===== config.mk =====
export PLATFORM = sky130hd
export DESIGN_NAME = l1_port_arbiter
export DESIGN_NICKNAME = d
export VERILOG_FILES = /design/src/rtl/l1_port_arbiter.sv
export SDC_FILE = /design/constraint.sdc
export NUM_CORES = 1
export LEC_CHECK = 0
export BUFFER_PORTS_ARGS = -buffer_cell sky130_fd_sc_hd__buf_2
export CAP_MARGIN = 20
export CORE_UTILIZATION = 47
export DETAILED_ROUTE_END_ITERATION = 7
export PLACE_DENSITY = 0.83
export SLEW_MARGIN = 10
export SYNTH_ARGS = -nofsm -noshare
export SYNTH_HDL_FRONTEND = slang
export SYNTH_SLANG_ARGS = --single-unit
export TNS_END_PERCENT = 20

===== constraint.sdc =====
create_clock -name clock -period 2.25 [get_ports clock]
set_clock_uncertainty 0.05 [all_clocks]
set_input_delay 0.225 -clock clock [delete_from_list [all_inputs] [get_ports clock]]
set_output_delay 0.225 -clock clock [all_outputs]
set_load 0.02 [all_outputs]

===== src/rtl/l1_port_arbiter.sv =====
// Round-robin sharing of a single-ported L1 write-back cache between two requesters.
// Holds the latched request on the cache inputs for the cache's cycle count, then acks the owner.
//
// state | meaning
// IDLE  | no operation; picks an eligible port (round-robin when both are eligible)
// BUSY  | cache inputs held; counting cycles until the operation length is reached
module l1_port_arbiter #(
    parameter int ADDR_W     = 5,
    parameter int DATA_W     = 3,
    parameter int HIT_CYCLES = 2,
    parameter int WB_CYCLES  = 3
) (
    input  logic              clock,
    input  logic              resetn,
    input  logic              req0,
    input  logic              req1,
    input  logic              wren0,
    input  logic              wren1,
    input  logic [ADDR_W-1:0] addr0,
    input  logic [ADDR_W-1:0] addr1,
    input  logic [DATA_W-1:0] wdata0,
    input  logic [DATA_W-1:0] wdata1,
    output logic              ack0,
    output logic              ack1,
    output logic [DATA_W-1:0] rdata0,
    output logic [DATA_W-1:0] rdata1,
    output logic              hit0,
    output logic              hit1,
    output logic              busy,
    output logic              owner,
    output logic [ADDR_W-1:0] c_address,
    output logic [DATA_W-1:0] c_data,
    output logic              c_wren,
    input  logic [DATA_W-1:0] c_outData,
    input  logic              c_hit,
    input  logic              c_write_back_en
);

    typedef enum logic {IDLE = 1'b0, BUSY = 1'b1} state_t;

    localparam logic [2:0] HIT_LEN = 3'(HIT_CYCLES);
    localparam logic [2:0] WB_LEN  = 3'(WB_CYCLES);

    state_t            state, state_next;
    logic              rr_ptr, rr_ptr_next;
    logic [2:0]        cnt, cnt_next;
    logic              wb, wb_next;
    logic              owner_next, busy_next;
    logic [ADDR_W-1:0] c_address_next;
    logic [DATA_W-1:0] c_data_next;
    logic              c_wren_next;
    logic              ack0_next, ack1_next;
    logic [DATA_W-1:0] rdata0_next, rdata1_next;
    logic              hit0_next, hit1_next;

    logic       elig0, elig1, grant, grant_sel;
    logic       wb_eff, done;
    logic [2:0] op_len;

    // A port being acked this cycle must not be re-granted on its stale request.
    assign elig0     = req0 & ~ack0;
    assign elig1     = req1 & ~ack1;
    assign grant     = elig0 | elig1;
    assign grant_sel = (elig0 & elig1) ? rr_ptr : elig1;

    // The first busy edge sees write_back_en directly; later edges use the sampled copy.
    assign wb_eff = (cnt == 3'd0) ? c_write_back_en : wb;
    assign op_len = wb_eff ? WB_LEN : HIT_LEN;
    assign done   = (cnt + 3'd1) == op_len;

    always_ff @(posedge clock or negedge resetn) begin
        if (!resetn) begin
            state     <= IDLE;
            rr_ptr    <= 1'b0;
            cnt       <= 3'd0;
            wb        <= 1'b0;
            owner     <= 1'b0;
            busy      <= 1'b0;
            c_address <= '0;
            c_data    <= '0;
            c_wren    <= 1'b0;
            ack0      <= 1'b0;
            ack1      <= 1'b0;
            rdata0    <= '0;
            rdata1    <= '0;
            hit0      <= 1'b0;
            hit1      <= 1'b0;
        end else begin
            state     <= state_next;
            rr_ptr    <= rr_ptr_next;
            cnt       <= cnt_next;
            wb        <= wb_next;
            owner     <= owner_next;
            busy      <= busy_next;
            c_address <= c_address_next;
            c_data    <= c_data_next;
            c_wren    <= c_wren_next;
            ack0      <= ack0_next;
            ack1      <= ack1_next;
            rdata0    <= rdata0_next;
            rdata1    <= rdata1_next;
            hit0      <= hit0_next;
            hit1      <= hit1_next;
        end
    end

    always_comb begin
        state_next = state;
        case (state)
            IDLE:    if (grant) state_next = BUSY;
            BUSY:    if (done)  state_next = IDLE;
            default: state_next = IDLE;
        endcase
    end

    always_comb begin
        rr_ptr_next    = rr_ptr;
        cnt_next       = cnt;
        wb_next        = wb;
        owner_next     = owner;
        busy_next      = busy;
        c_address_next = c_address;
        c_data_next    = c_data;
        c_wren_next    = c_wren;
        ack0_next      = 1'b0;
        ack1_next      = 1'b0;
        rdata0_next    = rdata0;
        rdata1_next    = rdata1;
        hit0_next      = hit0;
        hit1_next      = hit1;
        case (state)
            IDLE: begin
                c_wren_next = 1'b0;
                if (grant) begin
                    owner_next     = grant_sel;
                    busy_next      = 1'b1;
                    cnt_next       = 3'd0;
                    wb_next        = 1'b0;
                    rr_ptr_next    = ~grant_sel;
                    c_address_next = grant_sel ? addr1  : addr0;
                    c_data_next    = grant_sel ? wdata1 : wdata0;
                    c_wren_next    = grant_sel ? wren1  : wren0;
                end
            end
            BUSY: begin
                cnt_next = cnt + 3'd1;
                if (cnt == 3'd0) wb_next = c_write_back_en;
                if (done) begin
                    c_wren_next = 1'b0;
                    busy_next   = 1'b0;
                    if (owner) begin
                        rdata1_next = c_outData;
                        hit1_next   = c_hit;
                        ack1_next   = 1'b1;
                    end else begin
                        rdata0_next = c_outData;
                        hit0_next   = c_hit;
                        ack0_next   = 1'b1;
                    end
                end
            end
            default: ;
        endcase
    end

endmodule


==> metrics.md <==
| Metric | Value |
|---|---|
| Status | `finished clean` |
| Top-area cell type share of the netlist area | `0.558` |
| Largest family of logic cells by synthesized area | `compound AO/OA/AOI/OAI gates` |
| Net Sw Power | `0.911 mW` |
| Async S/R FF share, synth | `1.00` |
| Adder-Cell Fraction of Synth Area | `0.0207` |
| Layout Nets | `176` |
| M1 wire length | `1.09 mm` |
| Power Density | `1450 nW/µm²` |
| Core Box Area | `2450 µm²` |
| Fraction of the mapped netlist area in simple logic gates | `0.120` |
| Top-count cell post-synth | `dfrtp_1` |
| CTS root buf | `clkbuf_4` |
| Worst VDD drop | `0.910 mV` |
| Power, Total | `2.20 mW` |
| Ys Warns | `0` |
| Worst hold path startpoint | `wdata0[2]` |
| Drt drc | `0` |
| Worst path slowest cell | `dfrtp_2` |
| Final setup vio count | `0` |
| Share of cells above drive strength 1 | `0.466` |
| Setup WS post-layout | `0.198 ns` |
| Synth Area in XOR/XNOR | `0.0217` |
| First-pass GRT wire length | `4.10 mm` |
| Worst Hold Path EP | `c_data[2]$_DFFE_PN0P_` |
| CP Max Fanout | `5` |
| Final Hold Viols | `0` |
| WS Path Type | `register to register` |
| Place WS | `0.169 ns` |
| CTS tree | `yes` |
| Num CTS Buffers | `3` |
| Path type of the worst min-delay path | `input port to register` |
| Tmin final | `2.05 ns` |
| Drt total wl | `2.53 mm` |
| H-tree levels | `1` |
| Largest net degree at the start of global routing | `28` |
| Via count | `934` |
| Post-synth top cells | `27 x dfrtp_1, 10 x mux2_2, 8 x a221o_1, 8 x nor3b_1, 6 x nand2_1` |
| Worst EP arrival | `2.24 ns` |
| Max transition margin | `0.594` |
| Type of origin of the critical path | `register` |
| Max stage delay on crit path | `0.44 ns` |
| Combinational share of power | `0.501` |
| Largest cells by area after synthesis | `dfrtp_1 56%, mux2_2 9.3%, a221o_1 6.6%` |
| DR WL met3 | `114 µm` |
| All-layer global routing usage | `0.212` |
| P&R area growth vs syn | `25.6%` |
| Routed Antenna Nets | `0` |
| Io pins | `48` |
| P_leak | `0.769 nW` |
| CP cell instances | `inv_1 > ha_1 > or3_1 > a21oi_2 > o2111ai_2 > mux2_2` |
| Synth area leader | `dfrtp_1` |
| Die area | `2780 µm²` |
| WL met2 | `1.28 mm` |
| Synth Area in Compound Gates | `0.151` |
| DIE WIDTH | `52.8 µm` |
| Post-synthesis mux area share | `0.101` |
| Internal power | `1.29 mW` |
| Max_cap viols | `0` |
| Sw Share | `0.415` |
| Post-Syn Area | `1210 µm²` |
| Post-synth EDFFs | `0` |
| Clock power frac | `0.096` |
| Clock Latency Late Sink | `0.33 ns` |
| Post-DP HPWL | `1.92 mm` |
| Die Y-Extent | `52.8 µm` |
| Count of pins over their slew limit | `0` |
| R2R depth | `6` |
| Reg-to-reg startpoint | `cnt[0]$_DFFE_PN0P_` |
| Number of diodes | `0` |
| Fmax | `0.487 GHz` |
| Worst path top cell family by delay | `compound AO/OA/AOI/OAI gates` |
| Initial core utilization | `0.493` |
| Worst slew pin tran | `0.607 ns` |
| CTS sink count | `27` |
| Final Cycle Share | `0.912` |
| Setup crit end kind | `register` |
| Part of the power in registers | `0.403` |
| Top_reg_cell synth | `dfrtp_1` |
| DR WL/cell | `14.4 µm` |
| Clock transition at path regs | `0.14 ns` |
| Initial DRC Count | `10` |
| Drt via density | `5.31` |
| Post-Syn Instances | `97` |
| Worst path buffer plus inverter count | `1` |
| Vias in the first global route | `900` |
| RSZ-0062 raised after global routing | `no` |
| Hold Crit Depth | `2` |
| Util after Layout | `0.620` |
| Synthesized Nets | `126` |
| Post-synthesis sequential area ratio | `0.558` |
| Post-synth cell types | `27` |
| FF-to-FF End | `rdata1[0]$_DFFE_PN0P_` |
| Worst Path Required | `2.43 ns` |
| Top Layer Used | `met4` |
| Antenna violations before repair | `0` |
| Reg2reg setup slack | `0.20 ns` |
| Setup_tns | `0 ns` |
| Synth Register Bits | `27` |
| RePlAce Congestion | `0.741` |
| GR Overflow Total | `0` |
| Clock buffer depth | `2` |
| Syn avg cell area | `12.5 µm²` |
| Post-CTS setup buffers | `0` |
| PortBufs | `47` |
| Pre-Repair DR Iteration Count | `4` |
| Cell row count | `18` |
-- worst max path at each step --
stage,startpoint,endpoint,slack (ns),cells after the start
global route,cnt[0]$_DFFE_PN0P_,rdata1[1]$_DFFE_PN0P_,0.05,6
finish,cnt[0]$_DFFE_PN0P_,rdata1[0]$_DFFE_PN0P_,0.20,6
floorplan,cnt[0]$_DFFE_PN0P_,hit1$_DFFE_PN0P_,0.36,6
CTS,cnt[0]$_DFFE_PN0P_,rdata1[0]$_DFFE_PN0P_,0.15,6
detailed placement,cnt[0]$_DFFE_PN0P_,rdata1[0]$_DFFE_PN0P_,0.17,6
global placement,cnt[0]$_DFFE_PN0P_,hit1$_DFFE_PN0P_,0.29,6
-- power groups by stage --
stage                     clock network [mW]  registers, mW  logic (mW)
final                                  0.212          0.886        1.10
after global routing                   0.244          0.920        1.21
after CTS                              0.218          0.885        1.11
after detailed placement                   0          0.895        1.11
after global placement                     0          0.881        1.06
after floorplan                            0           1.08       0.572
-- worst register-to-register path, cell delays in order, from the launching register on --
cell	delay [ns]
dfrtp_2	0.44
inv_1	0.06
ha_1	0.21
or3_1	0.38
a21oi_2	0.24
o2111ai_2	0.23
mux2_2	0.35
-- sequential cells by signal, summed over array words and instances, names as in the netlist --
name       count
rr_ptr         1
cnt            3
hit0           1
rdata0         3
hit1           1
state          1
rdata1         3
c_address      5
owner          1
ack1           1
c_wren         1
busy           1
ack0           1
c_data         3
wb             1
-- layout by cell type, fill, tap and decap left out, drive strengths merged --
master        n
or3           1
nand2         6
a21bo         1
dfrtp        27
buf          49
o21bai        2
mux2         10
nor2          1
dlygate4sd3   1
xnor2         2
nand2b        2
clkinvlp      1
a21o          1
o2111ai       1
xor2          1
nor2b         4
nor3b         8
clkbuf        3
o21a          1
mux2i         1
nor3          2
a22o          2
inv           4
a21oi         1
a221o         8
ha            2
o21ai         3
o22ai         1
-- layout make-up --
| type | count | area, µm² |
|---|---|---|
| clock buffer | 3 | 22.5 |
| clock inverter | 1 | 7.51 |
| fill | 198 | 933 |
| inverter | 4 | 15.0 |
| multi-input combinational | 61 | 502 |
| sequential | 27 | 677 |
| tap | 30 | 37.5 |
| timing repair buffer | 50 | 260 |
-- stage by stage --
stage                     cells  hold slack (ns)  instance area, µm²
final                       176           0.0696                1520
after global routing        176           0.0425                1520
after global placement      171            0.200                1480
after floorplan              97           -0.121                1210
after CTS                   176           0.0635                1520
after detailed placement    171            0.208                1480
-- what timing repair did --
item | CTS | global route
hold buffers | 1 | 0
endpoints found under the setup margin | 0 | 4
resized for setup | 0 | 1
endpoints found under the hold margin | 27 | 0
-- logic make-up after synthesis --
group           Yosys count
simple gates             24
xor+xnor                  3
compound gates           21
fa+ha+maj                 2
buf+inv                   9
flops                    27
mux                      11
-- metal layers --
metal  vias to the layer above  track usage
li1                        446            -
met1                       458        0.262
met2                        26        0.344
met3                         4       0.0638
met4                         0       0.0789
met5                         -            0
Note: power is estimated with default switching activity, not from simulation.
